`config.mk`:
```
export PLATFORM = sky130hd
export DESIGN_NAME = led_seq_ctrl
export DESIGN_NICKNAME = d
export VERILOG_FILES = /design/src/rtl/led_seq_pkg.sv /design/src/rtl/led_seq_ctrl_tick_gen.sv /design/src/rtl/led_seq_ctrl.sv
export SDC_FILE = /design/constraint.sdc
export NUM_CORES = 1
export LEC_CHECK = 0
export ABC_CLOCK_PERIOD_IN_PS = 3390
export BUFFER_PORTS_ARGS = -buffer_cell sky130_fd_sc_hd__buf_2
export CAP_MARGIN = 0
export CORE_UTILIZATION = 39
export DETAILED_ROUTE_END_ITERATION = 7
export PLACE_DENSITY = 0.66
export SKIP_CTS_REPAIR_TIMING = 1
export SLEW_MARGIN = 20
export SYNTH_ARGS = -nofsm -noshare
export SYNTH_HDL_FRONTEND = slang
export SYNTH_SLANG_ARGS = --single-unit
```
`constraint.sdc`:
```
create_clock -name clk -period 3.39 [get_ports clk]
set_clock_uncertainty 0.05 [all_clocks]
set_input_delay 0.8475 -clock clk [delete_from_list [all_inputs] [get_ports clk]]
set_output_delay 0.8475 -clock clk [all_outputs]
set_load 0.005 [all_outputs]
```
`src/rtl/led_seq_pkg.sv`:
```
// Shared types and helpers for the LED sequencer: mode/state encodings and
// the one-step pattern update used by the sequencer datapath.
package led_seq_pkg;

  typedef enum logic [1:0] {
    STOP   = 2'd0,
    ROTL   = 2'd1,
    ROTR   = 2'd2,
    BOUNCE = 2'd3
  } mode_e;

  typedef enum logic [1:0] {
    ST_IDLE = 2'd0,
    ST_RUN  = 2'd1,
    ST_LOAD = 2'd2
  } state_e;

  localparam logic [15:0] LED_INIT  = 16'h0001;
  localparam logic        DIR_LEFT  = 1'b0;
  localparam logic        DIR_RIGHT = 1'b1;

  typedef struct packed {
    logic [15:0] led;
    logic        dir;
  } pat_t;

  function automatic logic is_one_hot(input logic [15:0] v);
    return (v != 16'd0) && ((v & (v - 16'd1)) == 16'd0);
  endfunction

  // Next pattern for one step. A corrupted (non one-hot) pattern recovers to
  // LED_INIT; bounce reverses on the end bit itself so no value repeats.
  function automatic pat_t next_pattern(input mode_e mode, input pat_t cur);
    pat_t nxt;
    nxt = cur;
    if (!is_one_hot(cur.led)) begin
      nxt.led = LED_INIT;
      nxt.dir = DIR_LEFT;
    end else begin
      case (mode)
        ROTL: nxt.led = {cur.led[14:0], cur.led[15]};
        ROTR: nxt.led = {cur.led[0], cur.led[15:1]};
        BOUNCE: begin
          if (cur.dir == DIR_LEFT) begin
            if (cur.led[15]) begin
              nxt.led = {1'b0, cur.led[15:1]};
              nxt.dir = DIR_RIGHT;
            end else begin
              nxt.led = {cur.led[14:0], 1'b0};
            end
          end else begin
            if (cur.led[0]) begin
              nxt.led = {cur.led[14:0], 1'b0};
              nxt.dir = DIR_LEFT;
            end else begin
              nxt.led = {1'b0, cur.led[15:1]};
            end
          end
        end
        default: nxt = cur;
      endcase
    end
    return nxt;
  endfunction

endpackage

```
`src/rtl/led_seq_ctrl_tick_gen.sv`:
```
// Step prescaler: counts 0..period while enabled and flags the terminal count,
// so a tick arrives every period+1 enabled cycles.
module led_tick_gen #(
  parameter int CNT_W = 32
) (
  input  logic             clk,
  input  logic             rst_n,
  input  logic             en,
  input  logic             clr,
  input  logic [CNT_W-1:0] period,
  output logic             tick
);

  logic [CNT_W-1:0] cnt;
  logic             at_end;

  // Equality compare keeps the all-ones period legal without a wider counter.
  assign at_end = (cnt == period);
  assign tick   = en && at_end;

  always_ff @(posedge clk or negedge rst_n) begin
    if (!rst_n) begin
      cnt <= '0;
    end else if (clr) begin
      cnt <= '0;
    end else if (en) begin
      cnt <= at_end ? '0 : cnt + {{(CNT_W-1){1'b0}}, 1'b1};
    end
  end

endmodule

```
`src/rtl/led_seq_ctrl.sv`:
```
// LED pattern sequencer: command FSM (IDLE/RUN/LOAD) plus the registered
// one-hot pattern, advanced by the led_tick_gen prescaler.
module led_seq_ctrl
  import led_seq_pkg::*;
#(
  parameter int          CNT_W      = 32,
  parameter int unsigned RST_PERIOD = 500
) (
  input  logic             clk,
  input  logic             rst_n,
  input  logic             cmd_valid,
  output logic             cmd_ready,
  input  logic [1:0]       cmd_mode,
  input  logic [CNT_W-1:0] cmd_period,
  input  logic             cmd_restart,
  output logic [15:0]      led,
  output logic             step,
  output state_e           dbg_state
);

  // Command handshake: a command transfers on a rising edge where cmd_valid
  // and cmd_ready are both high; cmd_* must hold steady until then. Ready
  // drops for the single LOAD cycle that follows every transfer.

  state_e           state_q, state_d;
  mode_e            mode_q;
  logic [CNT_W-1:0] period_q;
  logic [15:0]      led_q;
  logic             dir_q;
  logic             step_q;
  logic             accept;
  logic             tick;
  logic             advance;
  pat_t             pat_cur, pat_nxt;

  assign accept = cmd_valid && cmd_ready;

  // State register
  always_ff @(posedge clk or negedge rst_n) begin
    if (!rst_n) state_q <= ST_RUN;
    else        state_q <= state_d;
  end

  // Next-state logic
  always_comb begin
    state_d = state_q;
    case (state_q)
      ST_IDLE: if (accept) state_d = ST_LOAD;
      ST_RUN:  if (accept) state_d = ST_LOAD;
      ST_LOAD: state_d = (mode_q == STOP) ? ST_IDLE : ST_RUN;
      default: state_d = ST_RUN;
    endcase
  end

  // Output decode
  always_comb begin
    cmd_ready = (state_q != ST_LOAD);
    dbg_state = state_q;
  end

  // Counter runs only in RUN; held at zero through the LOAD cycle.
  led_tick_gen #(
    .CNT_W (CNT_W)
  ) u_tick_gen (
    .clk    (clk),
    .rst_n  (rst_n),
    .en     (state_q == ST_RUN),
    .clr    (accept || (state_q == ST_LOAD)),
    .period (period_q),
    .tick   (tick)
  );

  // A command accepted on the terminal-count edge suppresses that step.
  assign advance = (state_q == ST_RUN) && tick && !accept;

  always_comb begin
    pat_cur.led = led_q;
    pat_cur.dir = dir_q;
    pat_nxt     = next_pattern(mode_q, pat_cur);
  end

  // Command fields are captured on the accept edge so the LOAD cycle and the
  // FSM exit decision already see the new mode and period.
  always_ff @(posedge clk or negedge rst_n) begin
    if (!rst_n) begin
      mode_q   <= ROTL;
      period_q <= CNT_W'(RST_PERIOD);
      led_q    <= LED_INIT;
      dir_q    <= DIR_LEFT;
      step_q   <= 1'b0;
    end else begin
      step_q <= 1'b0;
      if (accept) begin
        mode_q   <= mode_e'(cmd_mode);
        period_q <= cmd_period;
        dir_q    <= DIR_LEFT;
        if (cmd_restart) led_q <= LED_INIT;
      end else if (advance) begin
        led_q  <= pat_nxt.led;
        dir_q  <= pat_nxt.dir;
        step_q <= 1'b1;
      end
    end
  end

  assign led  = led_q;
  assign step = step_q;

endmodule
```
==> metrics.md, run 1 <==
| Metric | Value |
|---|---|
| Worst-Skew Late Latency | `0.34 ns` |
| DP Area | `5480 um^2` |
| CORE AREA | `12300 um^2` |
| GR Util met3 | `4.32%` |
| RR Endpoint | `led[0]` |
| Setup violators final | `0` |
| Total negative slack | `0 ns` |
| Die width | `115 um` |
| CP max stage delay | `0.57 ns` |
| Register area share after synthesis | `43.4%` |
| HP Start | `period_q[25]` |
| Required time of the critical path | `3.61 ns` |
| CP Max Fanout | `16` |
| Fin crit share | `91.7%` |
| CTS tree | `done` |
| WHS Path Cells | `1` |
| Leakage power | `2.40 nW` |
| First-pass GRT wire length | `20800 um` |
| Synth Flop Type | `dfrtp_1` |
| 1st-pass router iterations | `5` |
| Min Tclk post-route | `3.11 ns` |
| Outcome | `complete, no violations` |
| Num Clock Sinks | `86` |
| Rows | `40` |
| Vias in the first global route | `4194` |
| Crit end category | `flop` |
| Relative slew slack | `47.6%` |
| Detailed router's first-iteration violation count | `414` |
| Cell taking the most area after synthesis | `dfrtp_1` |
| CP arrival | `3.33 ns` |
| Final nets | `600` |
| Reg2reg setup slack | `0.28 ns` |
| Overflow after GRT | `0` |
| Ys async rst share | `100%` |
| Yosys top cell area share | `38.6%` |
| Longest Clk Path Bufs | `2` |
| Power Density | `575 nW/um^2` |
| Worst R2R Start | `led[1]` |
| Pins Over Slew Limit | `0` |
| Die Y | `115 um` |
| Root cell of the clock tree | `clkbuf_16` |
| Area delta synth->final | `16.0%` |
| Routed Antenna Nets | `0` |
| Overall power after layout | `0.00332 W` |
| Final WL | `12600 um` |
| I/O pin total | `58` |
| Min-delay worst type | `reg -> reg` |
| Post-Synthesis Cells | `513` |
| Initial antenna violation count | `0` |
| Fraction of layout cells with a size suffix above 1 | `25.7%` |
| Via count | `4197` |
| Max Freq | `322 MHz` |
| Max Cap Viol | `0` |
| DRC | `0` |
| Total Routing Usage GR | `20.5%` |
| Non-filler instance count after layout | `732` |
| EDFF count, synth | `0` |
| Max H-tree Level | `3` |
| Die area | `13200 um^2` |
| DR vias/cell | `5.73` |
| Unique cell type count in the Yosys netlist | `50` |
| RSZ-0062 raised after global routing | `false` |
| Routed wire per std cell | `17.2 um` |
| Met2 usage | `34.1%` |
| M1 GR Usage | `25.7%` |
| Mean Syn Cell Area | `9.72 um^2` |
| Clock slew at reported path FFs | `0.06 ns` |
| Inserted Diodes | `0` |
| Mapped Nets | `552` |
| Reg2Reg Depth | `6` |
| Initial Util | `40.7%` |
| Largest net degree at the start of global routing | `87` |
| Crit path launch type | `flop` |
| Fin. Hold Viols | `0` |
| Top post-synthesis cells by area | `dfrtp_1 (39%), xnor2_1 (7.7%), mux2_2 (7.5%), dfstp_2 (4.7%), a31oi_1 (3.5%)` |
| Fillers | `1177` |
| Warnings from Yosys | `0` |
| Tightest Pin Transition | `0.786 ns` |
| Post-Place Cells | `718` |
| Port bufs | `57` |
| Worst path slowest cell | `or4_4` |
| Yosys reg bits | `86` |
| Cell Chain, Critical Path | `or4_4 > or3_4 > a211o_1 > a2111oi_4 > nand3_4 > o41a_1` |
| Worst vdd ir | `0.000389 V` |
| WHS | `0.481 ns` |
| Design area | `5780 um^2` |
| GRT Max-Usage Layer | `met2` |
| Post-DP HPWL | `8750 um` |
| Worst Path Class, Setup | `reg -> reg` |
| Total CTS buffers | `9` |
| Hold path endpoint | `period_q[25]` |
| Placer Congestion | `0.865` |
| Mapped cell area | `4990 um^2` |
[placed cells by master, fill, tap and decap left out, types with 2 or more instances in the layout]
cell type and n:
nand3b_1 3, o21ai_0 11, buf_2 56, o211ai_1 2
o41ai_2 10, a211o_1 2, xor2_1 11, a211oi_1 3
o41ai_1 5, nor4_2 2, clkbuf_8 2, and3_1 2
mux2_2 33, nor2_1 42, dfrtp_1 77, a2111oi_0 3
nand2_1 46, nor2b_1 2, a21boi_0 2, nor3_1 10
clkbuf_16 9, dfstp_2 9, o2111ai_1 2, a32oi_1 3
and2_1 3, inv_1 11, o22ai_1 3, nand4_1 20
mux2i_1 13, nor4_1 3, xnor2_1 44, clkbuf_1 2
nand3_1 20, buf_4 14, a21oi_1 32, or3_1 4
a31oi_1 28
[worst max-delay path by stage]
stage | from | end | slack, ns | cells after the start
floorplan | led[1] | led[10] | 0.36 | 7
global placement | led[1] | led[0] | 0.36 | 6
detailed placement | led[1] | led[0] | 0.28 | 6
CTS | led[1] | led[3] | 0.27 | 6
global route | led[1] | led[4] | 0.14 | 6
finish | led[1] | led[0] | 0.28 | 6
[routing by layer]
metal | vias up | wire (um)
met1 | 2021 | 5300
met2 | 171 | 6220
met4 | 0 | 299
met5 | - | 0
li1 | 1968 | -
met3 | 37 | 783
[where the power goes]
group	switching [W]	internal [W]	leakage, nW
Sequential	0.000146	0.00115	1.10
Combinational	0.000643	0.000396	1.15
Clock	0.000381	0.000604	0.142
[cell usage after synthesis (2+ instances only)]
| cell type | n |
|---|---|
| nor4_1 | 5 |
| a2111oi_0 | 3 |
| o21ai_0 | 11 |
| nand4_1 | 20 |
| clkbuf_1 | 31 |
| and3_1 | 2 |
| a32oi_1 | 3 |
| o2111ai_1 | 2 |
| nand3b_1 | 3 |
| a211oi_1 | 4 |
| o211ai_1 | 2 |
| or3_1 | 4 |
| nor2b_1 | 2 |
| inv_1 | 11 |
| a31oi_1 | 28 |
| nand2_1 | 46 |
| nor2_1 | 44 |
| and2_1 | 3 |
| nand3_1 | 20 |
| o41ai_1 | 5 |
| a211o_1 | 2 |
| a21boi_0 | 2 |
| o22ai_1 | 3 |
| o41ai_2 | 10 |
| dfstp_2 | 9 |
| nor3_1 | 10 |
| xor2_1 | 11 |
| mux2i_1 | 13 |
| mux2_2 | 33 |
| a21oi_1 | 32 |
| dfrtp_1 | 77 |
| xnor2_1 | 44 |
[area by class of cell]
| class | instances | area, um^2 | area share [%] |
|---|---|---|---|
| Tap cell | 168 | 210 | 3.63 |
| Inverter | 11 | 41.3 | 0.714 |
| Clock buffer | 13 | 260 | 4.50 |
| Sequential cell | 86 | 2160 | 37.4 |
| Multi-Input combinational cell | 382 | 2680 | 46.4 |
| Clock inverter | 1 | 30.0 | 0.519 |
| Timing Repair Buffer | 71 | 397 | 6.86 |
[worst max-delay path, delay by kind of cell, from the launching register on]
kind / cells / cell delay [ns]
DFF: 1 / 0.46
and+or+nand+nor: 3 / 1.29
AOI/OAI and AO/OA: 3 / 1.24
[cell families after synthesis]
family / count (synthesis) / share of synthesized area, %
adder cells (fa/ha/maj): 1 / 0.251
flip-flops: 86 / 43.4
multiplexers: 46 / 10.1
AND/OR/NAND/NOR: 168 / 16.5
AO/OA/AOI/OAI: 112 / 16.6
XOR/XNOR: 55 / 9.66
buffers and inverters: 45 / 3.56
[registers in the layout, summed over array words and instances, names as in the netlist]
signal and flops:
led 16, period_q 32, dir_q 1, dbg_state 2, mode_q 2, u_tick_gen.cnt 32, step 1
[per-stage QoR]
| step | util, % | setup slack, ns |
|---|---|---|
| 3_5_place_dp | 44.7 | 0.283 |
| 4_1_cts | 47.1 | 0.273 |
| 6_report | 47.2 | 0.282 |
| 2_1_floorplan | - | 0.357 |
| 3_3_place_gp | 44.7 | 0.355 |
| 5_1_grt | 47.2 | 0.139 |
Note: power is estimated with default switching activity, not from simulation.
==> inputs of run 2 (changes only) <==
--- a/config.mk
+++ b/config.mk
@@ -6,9 +6,10 @@
 export NUM_CORES = 1
 export LEC_CHECK = 0
 export ABC_CLOCK_PERIOD_IN_PS = 3390
-export BUFFER_PORTS_ARGS = -buffer_cell sky130_fd_sc_hd__buf_2
+export BUFFER_PORTS_ARGS = -buffer_cell sky130_fd_sc_hd__clkbuf_2
 export CAP_MARGIN = 0
 export CORE_UTILIZATION = 39
+export CTS_BUF_LIST = sky130_fd_sc_hd__clkbuf_4 sky130_fd_sc_hd__clkbuf_8
 export DETAILED_ROUTE_END_ITERATION = 7
 export PLACE_DENSITY = 0.66
 export SKIP_CTS_REPAIR_TIMING = 1
==> run 2 against run 1 <==
Non-clock buffer count grew 1; final cell count grew 0.41%; die area unchanged; combinational power is essentially flat; power down 5.2%; design area decreased by 1.0%; routed wire length up 0.47%; critical path depth unchanged; largest power group unchanged.
==> metrics.md, run 2 (synthesis gave the netlist of run 1 again) <==
| Metric | Value |
|---|---|
| Fillers | `1171` |
| Initial antenna violation count | `0` |
| RSZ-0062 raised after global routing | `false` |
| Tightest Pin Transition | `1.12 ns` |
| Outcome | `complete, no violations` |
| Pins Over Slew Limit | `0` |
| Post-DP HPWL | `8800 um` |
| Final WL | `12700 um` |
| Fin crit share | `92.4%` |
| CTS tree | `done` |
| Non-filler instance count after layout | `735` |
| DR vias/cell | `5.77` |
| Via count | `4240` |
| Routed wire per std cell | `17.2 um` |
| First-pass GRT wire length | `20900 um` |
| Setup violators final | `0` |
| Max Cap Viol | `0` |
| Detailed router's first-iteration violation count | `369` |
| Fraction of layout cells with a size suffix above 1 | `26.5%` |
| Final core utilization | `46.7%` |
| Crit path launch type | `flop` |
| Power Density | `550 nW/um^2` |
| Die area | `13200 um^2` |
| Worst path slowest cell | `or4_4` |
| Worst-Skew Late Latency | `0.37 ns` |
| Required time of the critical path | `3.63 ns` |
| Leakage power | `2.38 nW` |
| Worst vdd ir | `0.000257 V` |
| Commonest non-fill, non-tap cells in the layout | `dfrtp_1 (77), clkbuf_2 (56), nand2_1 (46), xnor2_1 (44), nor2_1 (42)` |
| Area delta synth->final | `14.8%` |
| Pre-CTS setup slack | `0.254 ns` |
| Die width | `115 um` |
| Root cell of the clock tree | `clkbuf_8` |
| Post-Place Cells | `719` |
| Overflow after GRT | `0` |
| Worst Path Class, Setup | `reg -> reg` |
| CP arrival | `3.37 ns` |
| Placer Congestion | `0.878` |
| 1st-pass router iterations | `4` |
| CORE AREA | `12300 um^2` |
| Routed Antenna Nets | `0` |
| Total negative slack | `0 ns` |
| FF/Latch Area | `2160 um^2` |
| Min Tclk post-route | `3.13 ns` |
| I/O pin total | `58` |
| Fin. Hold Viols | `0` |
| Min-delay worst type | `in -> async` |
| Reg2reg setup slack | `0.26 ns` |
| Rows | `40` |
| Largest net degree at the start of global routing | `87` |
| Area of the multi-input gates | `2670 um^2` |
| DRC | `0` |
| Cell Chain, Critical Path | `or4_4 > or3_4 > a211o_1 > a2111oi_4 > nand3_4 > o41a_1` |
| Die Y | `115 um` |
| Final nets | `601` |
| Initial Util | `40.7%` |
| Inserted Diodes | `0` |
| Vias in the first global route | `4241` |
| Max H-tree Level | `3` |
| CP max stage delay | `0.58 ns` |
| CP Max Fanout | `16` |
| Total Routing Usage GR | `20.3%` |
| Crit end category | `flop` |
| Port bufs | `57` |
| Fin worst setup slack | `0.259 ns` |
| Most common cell after layout, fill and taps aside | `dfrtp_1` |
| Relative slew slack | `25.3%` |
| Clock slew at reported path FFs | `0.09 ns` |
| Longest Clk Path Bufs | `2` |
| Max Freq | `319 MHz` |
| Num Clock Sinks | `86` |
| Total CTS buffers | `9` |
run 2: cell count changes in the layout (fill, tap and decap cells not counted), moves of 2 or more:
cell       change
clkbuf_8      +10
clkbuf_2      +56
buf_2         -56
clkbuf_1       -2
clkbuf_16      -9
run 2: report_power, final:
| part | switching, W | total [W] | leakage (nW) | internal, W |
|---|---|---|---|---|
| clock network | 0.000390 | 0.000807 | 0.115 | 0.000417 |
| registers | 0.000150 | 0.00130 | 1.10 | 0.00115 |
| logic | 0.000646 | 0.00104 | 1.16 | 0.000396 |
run 2: area by class of cell:
class | count | area share, %
timing repair buffer | 72 | 7.21
tap | 168 | 3.67
clock buffer | 13 | 3.02
clock inverter | 3 | 0.874
inverter | 11 | 0.721
multi-input combinational | 382 | 46.7
sequential | 86 | 37.8
run 2: metal layers:
layer  share of wire (%)  up-vias  global-route usage (%)
li1                    -     1981                       -
met4                 1.6        0                    7.62
met2                  50      189                    35.5
met1                  42     2038                    24.7
met5                   0        -                       0
met3                 6.7       32                    4.06
run 2: stage by stage:
| stage | power, W | area, um^2 | hold slack [ns] |
|---|---|---|---|
| final | 0.00315 | 5720 | 0.435 |
| after global routing | 0.00331 | 5720 | 0.498 |
| after CTS | 0.00317 | 5720 | 0.472 |
| after detailed placement | 0.00236 | 5500 | 0.470 |
| after global placement | 0.00233 | 5500 | 0.468 |
| after floorplan | 0.00202 | 4990 | 0.452 |
run 2: critical path, delay by kind of cell (launching register included):
family | cells | cell delay (ns)
flip-flops | 1 | 0.48
AND/OR/NAND/NOR | 3 | 1.30
AO/OA/AOI/OAI | 3 | 1.24
run 2: worst paths after layout:
kind,startpoint,to,cells past startpoint
min in group clk,period_q[3],period_q[3],1
worst min register to register,period_q[3],period_q[3],1
worst max register to register,led[1],led[0],6
worst min-delay path,rst_n,led[2],2
worst max-delay path,led[1],led[0],6
max in group asynchronous,rst_n,period_q[5],2
